`config.mk`:
```
export PLATFORM = sky130hd
export DESIGN_NAME = packed_serializer_flat
export DESIGN_NICKNAME = d
export VERILOG_FILES = /design/src/rtl/packed_serializer_if.sv /design/src/rtl/packed_serializer.sv /design/src/flat_wrapper.sv
export SDC_FILE = /design/constraint.sdc
export NUM_CORES = 1
export LEC_CHECK = 0
export BUFFER_PORTS_ARGS = -buffer_cell sky130_fd_sc_hd__buf_2
export CORE_MARGIN = 2
export CORE_UTILIZATION = 49
export CTS_BUF_LIST = sky130_fd_sc_hd__clkbuf_8
export DETAILED_ROUTE_END_ITERATION = 7
export PLACE_DENSITY_LB_ADDON = 0.15
export RECOVER_POWER = 50
export SLEW_MARGIN = 15
export SYNTH_ARGS = -nofsm -noshare
export SYNTH_HDL_FRONTEND = slang
export SYNTH_SLANG_ARGS = --single-unit
```
`constraint.sdc`:
```
create_clock -name clock -period 1.36 [get_ports clock]
set_clock_uncertainty 0.1 [all_clocks]
set_input_delay 0.272 -clock clock [delete_from_list [all_inputs] [get_ports clock]]
set_output_delay 0.272 -clock clock [all_outputs]
set_load 0.1 [all_outputs]
```
`src/rtl/packed_serializer_if.sv`:
```
// Load handshake and serial output bundle for packed_serializer.
// load_data takes its packed ranges from the base and direction parameters.
interface packed_serializer_if #(
   parameter int ROWS     = 3,
   parameter int COLS     = 5,
   parameter int ROW_BASE = 0,
   parameter int COL_BASE = 0,
   parameter int ROW_ASC  = 0,
   parameter int COL_ASC  = 0
);
   localparam int ROW_L = (ROW_ASC != 0) ? ROW_BASE : ROW_BASE + ROWS - 1;
   localparam int ROW_R = (ROW_ASC != 0) ? ROW_BASE + ROWS - 1 : ROW_BASE;
   localparam int COL_L = (COL_ASC != 0) ? COL_BASE : COL_BASE + COLS - 1;
   localparam int COL_R = (COL_ASC != 0) ? COL_BASE + COLS - 1 : COL_BASE;

   logic                                load_valid;
   logic                                load_ready;
   logic [ROW_L:ROW_R][COL_L:COL_R]     load_data;
   logic                                shift_en;
   logic                                out;
   logic                                out_valid;
   logic                                out_last;

   modport master (
      output load_valid, load_data, shift_en,
      input  load_ready, out, out_valid, out_last
   );

   modport slave (
      input  load_valid, load_data, shift_en,
      output load_ready, out, out_valid, out_last
   );
endinterface

```
`src/rtl/packed_serializer.sv`:
```
// Parallel-to-serial converter for a ROWS x COLS packed word.
// Bits leave highest logical index first; a new word may follow the last bit with no gap.
module packed_serializer #(
   parameter int ROWS     = 3,
   parameter int COLS     = 5,
   parameter int ROW_BASE = 0,
   parameter int COL_BASE = 0,
   parameter int ROW_ASC  = 0,
   parameter int COL_ASC  = 0
) (
   input  logic                 clock,
   input  logic                 reset,
   packed_serializer_if.slave   bus
);
   localparam int N  = ROWS * COLS;
   localparam int CW = $clog2(N + 1);

   typedef enum logic {IDLE, SHIFT} state_t;

   state_t          state_reg;
   logic [N-1:0]    flat;
   logic [N-1:0]    sreg_reg;
   logic [CW-1:0]   remaining_reg;
   logic            out_reg;
   logic            out_valid_reg;
   logic            out_last_reg;
   logic            load_fire;

   // flat[k] is the k-th bit to be emitted, addressed by numeric index so
   // the declared direction of either range does not matter.
   generate
      for (genvar gi = 0; gi < N; gi++) begin : g_flat
         assign flat[gi] = bus.load_data[ROW_BASE + ROWS - 1 - gi / COLS]
                                        [COL_BASE + COLS - 1 - gi % COLS];
      end
   endgenerate

   assign bus.load_ready = !reset &&
                           ((state_reg == IDLE) || (out_last_reg && bus.shift_en));
   assign load_fire      = bus.load_valid && bus.load_ready;

   always_ff @(posedge clock or posedge reset) begin
      if (reset) begin
         state_reg     <= IDLE;
         sreg_reg      <= '0;
         remaining_reg <= '0;
         out_reg       <= 1'b0;
         out_valid_reg <= 1'b0;
         out_last_reg  <= 1'b0;
      end else if (load_fire) begin
         state_reg     <= SHIFT;
         out_reg       <= flat[0];
         sreg_reg      <= flat >> 1;
         remaining_reg <= CW'(N - 1);
         out_valid_reg <= 1'b1;
         out_last_reg  <= (N == 1);
      end else if (state_reg == SHIFT && bus.shift_en) begin
         if (out_last_reg) begin
            state_reg     <= IDLE;
            out_reg       <= 1'b0;
            out_valid_reg <= 1'b0;
            out_last_reg  <= 1'b0;
         end else begin
            out_reg       <= sreg_reg[0];
            sreg_reg      <= sreg_reg >> 1;
            remaining_reg <= remaining_reg - CW'(1);
            out_last_reg  <= (remaining_reg == CW'(1));
         end
      end
   end

   assign bus.out       = out_reg;
   assign bus.out_valid = out_valid_reg;
   assign bus.out_last  = out_last_reg;
endmodule
```
`src/flat_wrapper.sv`:
```
// flat-port wrapper written by rule: the top's interface ports become plain ports
module packed_serializer_flat 
#(
   parameter int ROWS     = 3,
   parameter int COLS     = 5,
   parameter int ROW_BASE = 0,
   parameter int COL_BASE = 0,
   parameter int ROW_ASC  = 0,
   parameter int COL_ASC  = 0
)
  (clock, reset, bus_load_valid, bus_load_data, bus_shift_en, bus_load_ready, bus_out, bus_out_valid, bus_out_last);
  packed_serializer_if #(.ROWS(ROWS), .COLS(COLS), .ROW_BASE(ROW_BASE), .COL_BASE(COL_BASE), .ROW_ASC(ROW_ASC), .COL_ASC(COL_ASC)) bus_i ();
  input  logic clock;
  input  logic reset;
  input wire logic [$bits(bus_i.load_valid)-1:0] bus_load_valid;
  input wire logic [$bits(bus_i.load_data)-1:0] bus_load_data;
  input wire logic [$bits(bus_i.shift_en)-1:0] bus_shift_en;
  output wire logic [$bits(bus_i.load_ready)-1:0] bus_load_ready;
  output wire logic [$bits(bus_i.out)-1:0] bus_out;
  output wire logic [$bits(bus_i.out_valid)-1:0] bus_out_valid;
  output wire logic [$bits(bus_i.out_last)-1:0] bus_out_last;
  assign bus_i.load_valid = bus_load_valid;
  assign bus_i.load_data = bus_load_data;
  assign bus_i.shift_en = bus_shift_en;
  assign bus_load_ready = bus_i.load_ready;
  assign bus_out = bus_i.out;
  assign bus_out_valid = bus_i.out_valid;
  assign bus_out_last = bus_i.out_last;
  packed_serializer #(.ROWS(ROWS), .COLS(COLS), .ROW_BASE(ROW_BASE), .COL_BASE(COL_BASE), .ROW_ASC(ROW_ASC), .COL_ASC(COL_ASC)) u_core (.clock(clock), .reset(reset), .bus(bus_i));
endmodule
```
* Yosys cells after proc, flatten, opt, wreduce, memory -nomap -nowiden *
Index checks and enable logic that the tools add are counted.

word-level totals
  register bits after elaboration = 22
  input port bits = 19
  output and inout port bits = 4
  word-level logic and storage cells = 34

operators by class
  add/subtract/negate cells = 1
  equal/unequal tests = 2
  multiplexer cells = 15
  bitwise logic cells = 1
  reductions and logical operators = 10

operators with widths
  cell                                                                    count
  15-bit two-way mux                                                      3
  4-bit two-way mux                                                       3
  1-bit two-way mux                                                       9
  4-bit by 1-bit equality test with 1-bit output (second input constant)  1
  1-bit logical AND                                                       4
  2-bit AND reduction                                                     2
  2-bit nonzero test                                                      2
  4-bit by 1-bit subtractor with 4-bit output (second input constant)     1
  2-bit != test (second input constant)                                   1
  1-bit logical NOT                                                       1
  1-bit logical OR                                                        1
  1-bit inverter                                                          1

* Depth between registers and ports, before layout *
Gate-level depths: netlist of the first run.

  depth after elaboration = 6
  gate-level depth with buffers = 4
  gate-level depth less buffers = 4

* Worst setup path before layout of the first run *
OpenSTA, ideal clock, no wires.

  kind = flip-flop to output port
  start = reg u_core.out_last_reg, in the netlist u_core.bus.out_last
  end = out bus_load_ready
  arrival = 2.436 ns
  path slack = -1.448 ns
  cell stages (with the launch flop) = 3
  path through = dfrtp_1 > a21boi_4 > nor2_1

between the ends
  longest elaborated chain between the ends = 3

RTL lines
  element                 RTL line                 text
  start, declared         packed_serializer.sv:26  logic out_last_reg;
  start signal, assigned  packed_serializer.sv:56  out_last_reg <= (N == 1);
  start signal, assigned  packed_serializer.sv:67  out_last_reg <= (remaining_reg == CW'(1));
  1-bit logical AND       packed_serializer.sv:39  ((state_reg == IDLE) || (out_last_reg && bus.shift_en));
  1-bit logical OR        packed_serializer.sv:39
  1-bit logical AND       packed_serializer.sv:38  assign bus.load_ready = !reset &&
  end, declared           flat_wrapper.sv:18       output wire logic [$bits(bus_i.load_ready)-1:0] bus_load_ready;

Every way passes these cells.

==> results of run 1 <==
## worst paths after layout
path	start	endpoint	cells after the start
worst max-delay path	u_core.bus.out_valid$_DFFE_PP0P_	u_core.sreg_reg[2]$_DFFE_PP0P_	5
min in group asynchronous	reset	u_core.remaining_reg[1]$_DFFE_PP0P_	5
max in group asynchronous	reset	u_core.bus.out_valid$_DFFE_PP0P_	5
worst min-delay path	bus_load_data[3]	u_core.sreg_reg[10]$_DFFE_PP0P_	2
worst min register to register	u_core.sreg_reg[13]$_DFFE_PP0P_	u_core.sreg_reg[13]$_DFFE_PP0P_	1
worst max register to register	u_core.bus.out_valid$_DFFE_PP0P_	u_core.sreg_reg[2]$_DFFE_PP0P_	5
## metrics by stage
stage	hold slack (ns)	total power, mW
final	0.142	2.86
after global routing	0.143	3.02
after CTS	0.136	2.77
after detailed placement	0.374	2.28
after global placement	0.377	2.22
after floorplan	0.149	1.87
## critical path, stage by stage (launching register included)
cell and delay, ns:
dfrtp_4 0.43, buf_4 0.15, nor2b_2 0.18, o22ai_2 0.10
buf_12 0.16, a221o_1 0.32
## routing by layer
layer,vias up,wire (µm),global-route usage (%)
met5,-,0,0
met4,0,21,2.31
met3,2,149,5.45
met2,30,1280,34.9
met1,428,1080,27.3
li1,417,-,-
## logic make-up after synthesis
kind of cell	Yosys count	share of synthesized area, %
adder cells (fa/ha/maj)	2	2.46
AND/OR/NAND/NOR	32	18.0
AO/OA/AOI/OAI	27	23.0
buffers and inverters	9	4.92
flip-flops	21	51.7
## timing repair
action                     CTS  global route
setup endpoints to repair   15            23
gates cloned                 0             1
setup buffers                3             1
gates resized for setup      3             8
pin swaps                    2             1
## layout by cell type (no fill, tap or decap), types with 3 or more instances in the layout
| cell type | instances |
|---|---|
| nand2_1 | 6 |
| dfrtp_1 | 19 |
| and2_1 | 10 |
| a221o_1 | 11 |
| clkbuf_8 | 3 |
| inv_1 | 6 |
| buf_12 | 5 |
| a21oi_1 | 6 |
| buf_4 | 9 |
| buf_6 | 3 |
| nor2_4 | 3 |
| buf_2 | 17 |
## layout make-up
cell class / count / area, µm² / area share, %
multi-input combinational: 62 / 498 / 34.6
sequential: 21 / 533 / 37.0
tap: 27 / 33.8 / 2.35
clock buffer: 3 / 41.3 / 2.87
timing repair buffer: 37 / 303 / 21.0
clock inverter: 1 / 7.51 / 0.522
inverter: 6 / 22.5 / 1.57
## power by group through the flow
stage,Clock (mW),Combinational (mW),Sequential [mW]
3_3_place_gp,0,1.18,1.05
5_1_grt,0.443,1.48,1.10
6_report,0.413,1.38,1.07
3_5_place_dp,0,1.22,1.06
2_1_floorplan,0,0.667,1.20
4_1_cts,0.425,1.30,1.05
==> metrics.csv, run 1 <==
metric,value,unit
r2r_slack,-0.20,ns
switchingPower,1.13,mW
post-route-util,73.3,%
yosysMostFrequentCell,dfrtp_1,
ys.flop_type,dfrtp_1,
grt_pass1_vias,876,
slew-limit-headroom,64.7,%
syn_inst,91,
cts_made_buffers,3,
yosys.area.top_type_share,51.7,%
root_buffer,clkbuf_8,
critical_path_class,register to register,
die-height,49.6,µm
syn_area,1020,µm²
die_x,49.6,µm
cp-start-kind,register,
final_nets,152,
die_area,2460,µm²
syn_area_per_cell,11.2,µm²
hpwlAfterDp,1610,µm
drive_above_1_share,42.3,%
largest_reg_flops,14,
antenna_left,0,
hold_buffers,0,
clk_pin_slew,0.08,ns
layout.cells.non_filler,157,
synthTopCellsByCount,"dfrtp_1, a221o_1, and2_1, nand2_1",
io_pins,23,
combPwrFrac,48.1,%
n_fill_cell,168,
power.internal,1.74,mW
grt_usage,20.6,%
hp-class,primary input to register,
tightest_slew,0.530,ns
yosysUniqueCellTypes,28,
path_max_fanout,14,
syn_nets,112,
worstPathArrival,1.60,ns
start_util,51.8,%
yosysSeqAreaShare,51.7,%
core,1960,µm²
synth_warnings,0,
end_kind,register,
num_rows,16,
setup_tns,-2.66,ns
setup_viol,20,
leakage,0.690,nW
dpl_cell_area,1310,µm²
dp.cells,148,
rsz0062_at_grt,yes,
clock_latency,0.26,ns
min_period,1.56,ns
final_cell_area,1440,µm²
overflow,0,
grt_pass1_wl,3900,µm
dp_slack,-0.0812,ns
p_sw_share,39.3,%
fin_crit_sh,115,%
detail_route.wirelength,2520,µm
cts_buffer_depth,2,
h-tree-depth,1,
drc,0,
yosys_register_bits,21,
drt_pre_antenna_iters,4,
cp.required,1.39,ns
io_buffers,22,
hold_viol_final,0,
synth_area_leaders,"dfrtp_1, a221o_1, and2_1, a21oi_1, nand2_1",
gp_congestion,0.806,
diodes,0,
status,"finished, violations left",
synth_largest_area_cell,dfrtp_1,
drt_iter0_drc,18,
timing.fmax,640,MHz
drv_cap,0,
cts_sinks,21,
cts_tree,yes,
grt_max_degree,22,
finalMaxSlewViolations,0,
area_growth,41.5,%
antenna_found_initial,0,
synth_edf_count,0,
wl_per_cell,16.1,µm
ir_drop,0.00109,V
power_frac_seq,37.4,%
violations,negative setup slack,
setup_ws,-0.203,ns
viasPerCell,5.59,
p_per_area,1990,nW/µm²
power_frac_clock,14.4,%
route.vias.total,877,
async_flop_share,100,%
(Power assumes the default switching activity.)
==> run 2, diff against run 1 <==
- CORE_UTILIZATION: 49 -> 59
- clock period: 1.36 -> 2 ns (I/O delays scaled with it)
==> metrics.csv, run 2 (synthesized netlist as in run 1, its figures left out) <==
metric,value,unit
p_sw_share,40.3,%
cp.required,1.50,ns
drt_iter0_drc,19,
slew-limit-headroom,57.8,%
antenna_left,0,
setup_tns,0,ns
largest_reg_flops,14,
layout_commonest_cell,buf_2,
leakage,0.594,nW
grt_pass1_wl,3430,µm
setup_ws,0.114,ns
hold_ws,0.0722,ns
power_frac_clock,15.7,%
dp_slack,0.324,ns
final_cell_mix,"buf_2, dfrtp_1, a221o_1",
root_buffer,clkbuf_8,
cp-start-kind,register,
grt_pass1_vias,751,
min_period,1.89,ns
overflow,0,
drc,0,
clock_latency,0.25,ns
io_pins,23,
core,1670,µm²
post-cts-setup-buffers,0,
cts_made_buffers,3,
start_util,60.9,%
status,completed,
cts_sinks,21,
route.vias.total,798,
hold_buffers,0,
path_buf_inv,1,
cts_buffer_depth,2,
gp_congestion,0.796,
ir_drop,0.000683,V
die_x,45.5,µm
rsz0062_at_grt,no,
combPwrFrac,41.4,%
cts_resized,0,
die_area,2070,µm²
wl_per_cell,15.6,µm
fin_crit_sh,94.3,%
end_kind,primary output,
clk_pin_slew,0.07,ns
hold_viol_final,0,
hpwlAfterDp,1550,µm
hp-class,primary input to asynchronous set/reset pin,
setup_viol,0,
crit_slowest_cell,dfrtp_1,
worstPathArrival,1.39,ns
timing.fmax,530,MHz
finalMaxSlewViolations,0,
antenna_found_initial,0,
cts_tree,yes,
slowest_delay,0.45,ns
area_growth,16.5,%
drv_cap,0,
power.internal,0.986,mW
detail_route.wirelength,2080,µm
io_buffers,22,
viasPerCell,6.00,
post-route-util,70.9,%
grt_max_degree,16,
grt_usage,23.6,%
path_max_fanout,9,
power_frac_seq,42.8,%
drt_pre_antenna_iters,4,
tightest_slew,0.633,ns
num_rows,15,
worstPathCellList,a21boi_4 > nor2_4 > buf_2,
p_per_area,1390,nW/µm²
final_nets,138,
cp_top_family,flip-flops,
diodes,0,
drive_above_1_share,27.6,%
h-tree-depth,1,
die-height,45.5,µm
switchingPower,0.664,mW
critical_path_class,register to primary output,
## run 2: per-stage QoR
stage                     instance area [µm²]  std cells  power (mW)
after global placement                   1150        129        1.35
final                                    1180        133        1.65
after floorplan                          1030         91        1.25
after global routing                     1180        133        1.76
after CTS                                1190        133        1.66
after detailed placement                 1150        129        1.39
## run 2: layout make-up
cell class              instances  area (µm²)
well taps                      17        21.3
clock buffers                   3        41.3
flip-flops and latches         21         527
fillers                       133         485
clock inverters                 1        3.75
inverters                       6        22.5
repair buffers                 24         120
multi-input cells              61         449
## run 2: path summary, 6_finish.rpt
path                                                  startpoint                                  end  slack (ns)  depth (start not counted)
worst max-delay path            u_core.bus.out_valid$_DFFE_PP0P_                       bus_load_ready        0.11                          3
min in group clock                              bus_load_data[0]      u_core.sreg_reg[13]$_DFFE_PP0P_        0.26                          2
max in group asynchronous                                  reset  u_core.remaining_reg[2]$_DFFE_PP0P_        0.86                          3
worst max register to register  u_core.bus.out_valid$_DFFE_PP0P_       u_core.sreg_reg[9]$_DFFE_PP0P_        0.41                          4
worst min-delay path                                       reset       u_core.sreg_reg[1]$_DFFE_PP0P_        0.07                          2
worst min register to register   u_core.sreg_reg[13]$_DFFE_PP0P_      u_core.sreg_reg[13]$_DFFE_PP0P_        0.39                          1
## run 2: per-layer routing
metal	global-route usage (%)	vias to the layer above	part of all wire (%)
met5	0	-	0
met4	8.82	0	0.58
met3	3.57	2	4.5
met2	37.2	26	50
met1	32.8	385	45
li1	-	385	-
## run 2: power groups by stage
stage	clock network [mW]	registers [mW]	logic (mW)
floorplan	0	0.810	0.436
global placement	0	0.703	0.652
detailed placement	0	0.710	0.685
CTS	0.263	0.707	0.691
global route	0.280	0.730	0.755
finish	0.260	0.707	0.684
==> run 3, diff against run 2 <==
- CORE_UTILIZATION: 59 -> 55
- CTS_BUF_LIST: sky130_fd_sc_hd__clkbuf_8 -> unset
==> metrics.csv, run 3 (synthesized netlist as in run 1, its figures left out) <==
metric,value,unit
die_x,47.0,µm
drt_iter0_drc,17,
post-route-util,69.0,%
slew-limit-headroom,58.1,%
min_period,1.93,ns
root_buffer,clkbuf_4,
setup_ws,0.0668,ns
clock_latency,0.30,ns
grt_usage,21.4,%
leakage,0.587,nW
final_nets,140,
num_rows,15,
critical_path_class,register to primary output,
clk_pin_slew,0.11,ns
hold_viol_final,0,
multi_input_area,449,µm²
hpwlAfterDp,1470,µm
h-tree-depth,1,
core,1730,µm²
p_per_area,1320,nW/µm²
route.vias.total,790,
io_pins,23,
finalMaxSlewViolations,0,
detail_route.wirelength,1990,µm
start_util,58.9,%
fin_crit_sh,96.7,%
crit_slowest_cell,dfrtp_2,
final_cell_mix,"buf_2, dfrtp_1, a221o_1",
drt_pre_antenna_iters,4,
cts_tree,yes,
tightest_slew,0.628,ns
cp.required,1.50,ns
cts_sinks,21,
path_buf_inv,1,
antenna_found_initial,0,
diodes,0,
layout_commonest_cell,buf_2,
cp_top_family,flip-flops,
die-height,47.0,µm
cp-start-kind,register,
grt_max_degree,16,
dp_slack,0.329,ns
drc,0,
drv_cap,0,
setup_tns,0,ns
worstPathArrival,1.43,ns
layout.cells.non_filler,143,
wl_per_cell,13.9,µm
status,completed,
dp.cells,138,
largest_reg_flops,14,
cts_made_buffers,3,
worstPathCellList,a21boi_4 > nor2_4 > buf_2,
die_area,2210,µm²
slowest_delay,0.47,ns
cts_buffer_depth,2,
setup_viol,0,
timing.fmax,517,MHz
antenna_left,0,
io_buffers,22,
viasPerCell,5.52,
grt_pass1_vias,757,
drive_above_1_share,28.0,%
hp-class,primary input to register,
grt_pass1_wl,3350,µm
gp_congestion,0.726,
overflow,0,
end_kind,primary output,
rsz0062_at_grt,no,
path_max_fanout,9,
regArea,528,µm²
area_growth,17.1,%
n_fill_cell,141,
ir_drop,0.000646,V
run 3: layout make-up:
cell class / count / share of cell area [%]
Clock buffer: 4 / 2.21
Multi-Input combinational cell: 61 / 37.7
Inverter: 6 / 1.89
Tap cell: 25 / 2.63
Timing Repair Buffer: 26 / 11.2
Sequential cell: 21 / 44.3
run 3: power by group:
part,internal (mW),total [mW],switching (mW)
clock network,0.0777,0.199,0.121
registers,0.593,0.704,0.111
logic,0.255,0.670,0.415
run 3: stage by stage:
step,hold WS (ns),instance area (µm²),power (mW)
3_3_place_gp,0.267,1160,1.36
4_1_cts,0.218,1200,1.59
6_report,0.220,1190,1.57
2_1_floorplan,0.276,1030,1.25
3_5_place_dp,0.271,1160,1.39
5_1_grt,0.219,1190,1.68
run 3: path summary, 6_finish.rpt:
check / depth (start not counted) / from / end / slack (ns)
min in group asynchronous: 3 / reset / u_core.sreg_reg[4]$_DFFE_PP0P_ / 0.50
max in group asynchronous: 4 / reset / u_core.bus.out_last$_DFFE_PP0P_ / 0.59
worst min register to register: 1 / u_core.sreg_reg[9]$_DFFE_PP0P_ / u_core.sreg_reg[9]$_DFFE_PP0P_ / 0.41
worst max register to register: 4 / u_core.bus.out_valid$_DFFE_PP0P_ / u_core.sreg_reg[10]$_DFFE_PP0P_ / 0.46
worst max-delay path: 3 / u_core.bus.out_valid$_DFFE_PP0P_ / bus_load_ready / 0.07
worst min-delay path: 2 / bus_load_data[0] / u_core.sreg_reg[13]$_DFFE_PP0P_ / 0.22
run 3: what timing repair did:
item,CTS,global route
setup buffers,0,0
resized for setup,0,0
hold buffers,1,0
hold endpoints to repair,5,0
run 3: per-layer routing:
layer	up-vias	global-route usage, %	wire [µm]
met3	4	2.31	84
met1	371	28.6	926
met4	0	6.67	25
met5	-	0	0
met2	24	36.7	957
li1	391	-	-
